### src/rtl/demo_pulse_seq.sv
// Rotating A->B->C->D single-cycle pulse generator with a programmable idle gap after each pulse.
// Latency 1 from enable to first pulse; enable is a level request, a started pulse always completes.
module demo_pulse_seq #(
  parameter int GAP_W   = 4,
  parameter int ROUND_W = 8
) (
  input  logic               clock,
  input  logic               reset,
  input  logic               enable,
  input  logic [GAP_W-1:0]   gap,
  output logic               A,
  output logic               B,
  output logic               C,
  output logic               D,
  output logic [1:0]         phase,
  output logic               busy,
  output logic [ROUND_W-1:0] rounds
);

  typedef enum logic [1:0] {
    S_IDLE  = 2'd0,
    S_PULSE = 2'd1,
    S_WAIT  = 2'd2
  } state_t;

  state_t             r_state;
  logic [GAP_W-1:0]   r_cnt;
  logic [1:0]         r_phase;
  logic [ROUND_W-1:0] r_rounds;
  logic [3:0]         r_pulse;
  logic               r_busy;

  logic w_slot_open;
  logic w_fire;
  logic w_to_wait;

  // A new pulse may launch from IDLE, straight after a zero-gap pulse, or on the last WAIT cycle.
  assign w_slot_open = (r_state == S_IDLE) ||
                       ((r_state == S_PULSE) && (r_cnt == '0)) ||
                       ((r_state == S_WAIT) && (r_cnt <= GAP_W'(1)));
  assign w_fire      = w_slot_open && enable;
  assign w_to_wait   = (r_state == S_PULSE) && (r_cnt != '0);

  always_ff @(posedge clock or negedge reset) begin
    if (!reset) begin
      r_state  <= S_IDLE;
      r_cnt    <= '0;
      r_phase  <= 2'd0;
      r_rounds <= '0;
      r_pulse  <= 4'b0000;
      r_busy   <= 1'b0;
    end else begin
      r_pulse <= 4'b0000;
      if (w_fire) begin
        r_state <= S_PULSE;
        r_busy  <= 1'b1;
        r_pulse <= 4'b0001 << r_phase;
        r_cnt   <= gap;
        r_phase <= r_phase + 2'd1;
        if (r_phase == 2'd3) begin
          r_rounds <= r_rounds + 1'b1;
        end
      end else if (w_to_wait) begin
        r_state <= S_WAIT;
        r_busy  <= 1'b1;
      end else if (w_slot_open) begin
        r_state <= S_IDLE;
        r_busy  <= 1'b0;
        r_cnt   <= '0;
      end else begin
        r_cnt <= r_cnt - 1'b1;
      end
    end
  end

  assign A      = r_pulse[0];
  assign B      = r_pulse[1];
  assign C      = r_pulse[2];
  assign D      = r_pulse[3];
  assign phase  = r_phase;
  assign busy   = r_busy;
  assign rounds = r_rounds;

endmodule

### config.mk
export PLATFORM = sky130hd
export DESIGN_NAME = demo_pulse_seq
export DESIGN_NICKNAME = d
export VERILOG_FILES = /design/src/rtl/demo_pulse_seq.sv
export SDC_FILE = /design/constraint.sdc
export NUM_CORES = 1
export LEC_CHECK = 0
export ABC_AREA = 1
export ABC_CLOCK_PERIOD_IN_PS = 1500
export BUFFER_PORTS_ARGS = -buffer_cell sky130_fd_sc_hd__buf_2
export CAP_MARGIN = 5
export CORE_MARGIN = 10
export CORE_UTILIZATION = 49
export CTS_BUF_LIST = sky130_fd_sc_hd__clkbuf_4 sky130_fd_sc_hd__clkbuf_8
export DETAILED_ROUTE_END_ITERATION = 6
export HOLD_SLACK_MARGIN = 0.06
export PLACE_DENSITY = 0.71
export SETUP_SLACK_MARGIN = 0.3
export SYNTH_ARGS = -nofsm -noshare
export SYNTH_HDL_FRONTEND = slang
export SYNTH_SLANG_ARGS = --single-unit
### constraint.sdc
create_clock -name clock -period 1.5 [get_ports clock]
set_input_delay 0.15 -clock clock [delete_from_list [all_inputs] [get_ports clock]]
set_output_delay 0.15 -clock clock [all_outputs]
set_load 0.05 [all_outputs]
Yosys cells after proc, flatten, opt, wreduce, memory -nomap -nowiden. Index checks and enable logic that the tools add are counted. W data, S select, Z words.

Register bits: 21. Input bits: 7.

Magnitude comparators: 1. Reductions and logical operators: 11. Muxes and demuxes: 10. Equal/unequal tests: 4. $add $sub $neg: 3. Shifts and indexed selects: 1.

Operator list (count): $mux W4 (4); $add A8 B1 Y8 const B (1); $mux W2 (3); $eq A2 B2 Y1 const B (2); $le A4 B1 Y1 const B (1); $logic_and A1 B1 Y1 (4); $logic_not A4 Y1 (1); $reduce_bool A4 Y1 (1); $shl A1 B2 Y4 const A (1); $sub A4 B1 Y4 const B (1); $mux W1 (3); $reduce_bool A3 Y1 (1); $add A2 B1 Y2 const B (1); $eq A2 B1 Y1 const B (1); $logic_not A2 Y1 (1); $logic_or A1 B1 Y1 (2); $ne A2 B2 Y1 const B (1); $reduce_and A2 Y1 (1).

Logic depth before layout (Yosys ltp).
Depth in word-level cells: 7. Gate-level depth with buffers: 10. Depth with buffers taken out: 10.

Worst setup path before layout. No wires, ideal clock.

Path kind: reg-to-reg. Start: register r_rounds[0] (netlist: rounds[0]). End: register r_rounds[6] (netlist: rounds[6]). Stages on the path, launching flop included: 7. Path slack: -0.003 ns. Arrival: 1.385 ns. Path through: dfrtp_1 -> ha_1 -> nand3_1 -> o21ai_0 -> nand2_1 -> nand4_1 -> nand2_1.

Cells in the longest elaborated chain, start to end: 1.

Ends and longest elaborated chain: start: declaration (line 29) `logic [ROUND_W-1:0] r_rounds;`; start signal: assignment (line 61) `r_rounds <= r_rounds + 1'b1;`; $add A8 B1 Y8 (line 61).

Every way passes these cells. A chain may end at the register's enable or synchronous reset.

Worst setup path after layout.
Start: register r_cnt[1]. End: register r_phase[0] (netlist: phase[0]).

Cells in the longest elaborated chain, start to end: 5.

Ends and longest elaborated chain: start: declaration (line 27) `logic [GAP_W-1:0] r_cnt;`; start signal: assignment (line 58) `r_cnt <= gap;`; start signal: assignment (line 71) `r_cnt <= r_cnt - 1'b1;`; branches (longest 3 deep; another with $le A4 B1 Y1); $logic_or A1 B1 Y1 (*) (line 39) `((r_state == S_PULSE) && (r_cnt == '0)) ||`; $logic_and A1 B1 Y1 (*) (line 41) `assign w_fire = w_slot_open && enable;`; end signal: assignment (line 59) `r_phase <= r_phase + 2'd1;`; end: declaration (line 28) `logic [1:0] r_phase;`.

Mark *: on every way between the ends.

==> metrics.txt <==
Final ANT Viol Nets=0; Critical Path AT=1.70 ns; crit-path max FO=8; Final Cell Area=1673 µm²; Clk pin slew, worst setup/hold paths=between 0.1 and 0.15 ns; Adder-Cell Fraction of Synth Area=between 8 and 9%; Primary FF master, synth=dfrtp_1; Final Hold Fails=0; Yosys warnings=0; Slew Viols, Final=0; Fmax=about 0.7 GHz; worst slew pin tran=0.4952 ns; Multi-input gate area=about 730 µm²; pwr/cell area=2096 nW/µm²; drt pass-1 iters=6; Crit. End Element=flop; xor and xnor fraction of the mapped netlist area=under 10%; Layout Skew=0.003472 ns; Post-Synth Simple-Gate Area=between 30% and 40%; asr flop ratio synth=100.0%; Final HPWL DP=between 1.5 and 2 mm; most frequent cell after synthesis=nand2_1; IO Port Bufs=21; endpoints failing setup=0; CTS root buf=clkbuf_4; Synth cell types=22; antenna cell count=0; max_cap viols=0; area grow syn2layout=35.87%; fin crit share=between 90 and 100%; Syn Nets=between 150 and 200; placement row count=18; Leakage=approximately 0.86 nW; Layout Nets=201; CTS H-tree lvls=1; routed vias/inst=~5; post-synthesis sequential area ratio=a little over two fifths; Crit Path Class=reg -> reg; register area=536.8 µm²; peak supply drop=~1.6 mV; largest family of logic cells by synthesized area=simple AND/OR/NAND/NOR gates; # DRC=0; largest net degree at the start of global routing=22; number of global-route vias before repair=between 1000 and 1500; cell count after synthesis=146; share of layout cells above drive strength 1=a little over two fifths; RSZ-0062 raised after global routing=true; Die ar.=between 4000 and 5000 µm²; # clock sinks=21; Routed WL per cell=between 10 and 15 µm; DR iter-0 viols=47; post-placement worst setup slack=~0.0073 ns; core box area=approximately 2400 µm²; TritonCTS clock tree=yes; first-pass GRT wire length=around 4.8 mm; Post-Synthesis Cell Area=about 1200 µm²; Final min period=1.456 ns; initial core utilization=roughly half; final setup margin=around 0.044 ns; later-pin clock latency in the skew report=around 0.30 ns; Ports=22; top cells by count, synth=nand2_1 (50), dfrtp_1 (21), inv_1 (16); Synth area leaders=dfrtp_1 (43%), nand2_1 (15%), ha_1 (8.1%); kind of start point of the critical path=flop; Via Count=~1100; fillcell total=191; Placer Congestion=approximately 0.77; Hold Path Class=in -> reg; worst path required time=around 1.7 ns; Yosys top cell by area=dfrtp_1; Max-Slew Margin vs Limit=66.99%; Die W=70.13 µm; Placed Area=around 1400 µm²; final wirelength=2.985 mm; Clock Tree Buf Depth=2; TritonCTS Buffers=3; mux contribution to synthesized area=0%; Synth Area per Inst=about 8.4 µm²; Seq cells post-synth=21; Synth top area share=42.68%; status=finished clean; global route overflow=0; Tot GR Track Use=between 10% and 20%; Compound-Gate Fraction of Synth Area=under 10%; Post-synth EDFFs=0; height of the chip=~70 µm; initial antenna violation count=0
cells by family after synthesis:
group | count (synthesis)
buffers and inverters | 22
flip-flops | 21
AO/OA/AOI/OAI | 4
AND/OR/NAND/NOR | 88
adder cells (fa/ha/maj) | 8
XOR/XNOR | 3
stage by stage:
step                power, mW  std cells  TNS (ns)  hold slack (ns)  utilization, %
floorplan               2.277        146         0          -0.1456               -
global placement        2.449        194         0           0.1310           56.38
CTS                     3.121        210         0          0.09571           62.24
finish                  3.507        215         0          0.09616           68.78
global route            3.747        215  -0.01480          0.08468           68.78
detailed placement      2.504        194         0           0.1394           56.38
report_power, final:
part	internal, mW	switching (mW)
clock network	0.122	0.176
registers	0.756	0.191
logic	0.871	1.39
repair_timing:
action	in CTS	in global routing
hold buffers	3	0
endpoints found under the hold margin	23	0
cloned	2	0
gates resized for setup	4	35
buffers inserted	7	5
endpoints found under the setup margin	21	29
pin swaps	4	17
per-layer routing:
layer	track usage [%]	vias up	wire length, µm
li1	-	547	-
met1	13.29	523	1298
met2	19.54	17	1566
met3	2.825	2	110
met4	2.632	0	9
met5	0	-	0
registers in the layout, summed over array words and instances, names as in the netlist:
signal	cells
r_state	2
rounds	8
r_cnt	4
busy	1
r_pulse	4
phase	2
placed cells by master (no fill, tap or decap), drive strengths merged:
master       count
buf             25
clkbuf          12
dfrtp           21
dlygate4sd3      3
ha               8
inv             19
nand2           52
nand3           17
nand3b           1
nand4            8
nor2            12
o21ai            4
xnor2            2
xor2             1
worst paths after layout:
path	startpoint	to	slack, ns	cells after the start
max reg2reg	r_cnt[1]	phase[0]	0.04	10
min in group asynchronous	reset	r_cnt[0]	0.33	2
max in group asynchronous	reset	rounds[2]	0.81	2
min reg2reg	r_cnt[1]	r_cnt[1]	0.54	2
max	r_cnt[1]	phase[0]	0.04	10
min	gap[1]	r_cnt[1]	0.1	3
worst max-delay path, stage by stage, from the launching register on:
cell and delay, ns:
dfrtp_1 0.41, inv_2 0.13, ha_4 0.16, inv_2 0.03, nand2_2 0.07, nand3_4 0.11, nand3_4 0.18, nand2_8 0.11
inv_6 0.09, nand2_2 0.05, nand2_2 0.06
layout make-up:
type,count,share of cell area (%)
tap,30,2.244
clock buffer,4,1.795
multi-input combinational,105,43.38
inverter,19,4.712
sequential,21,32.09
timing repair buffer,36,15.78
No activity file was read; power rests on OpenSTA's default activity.
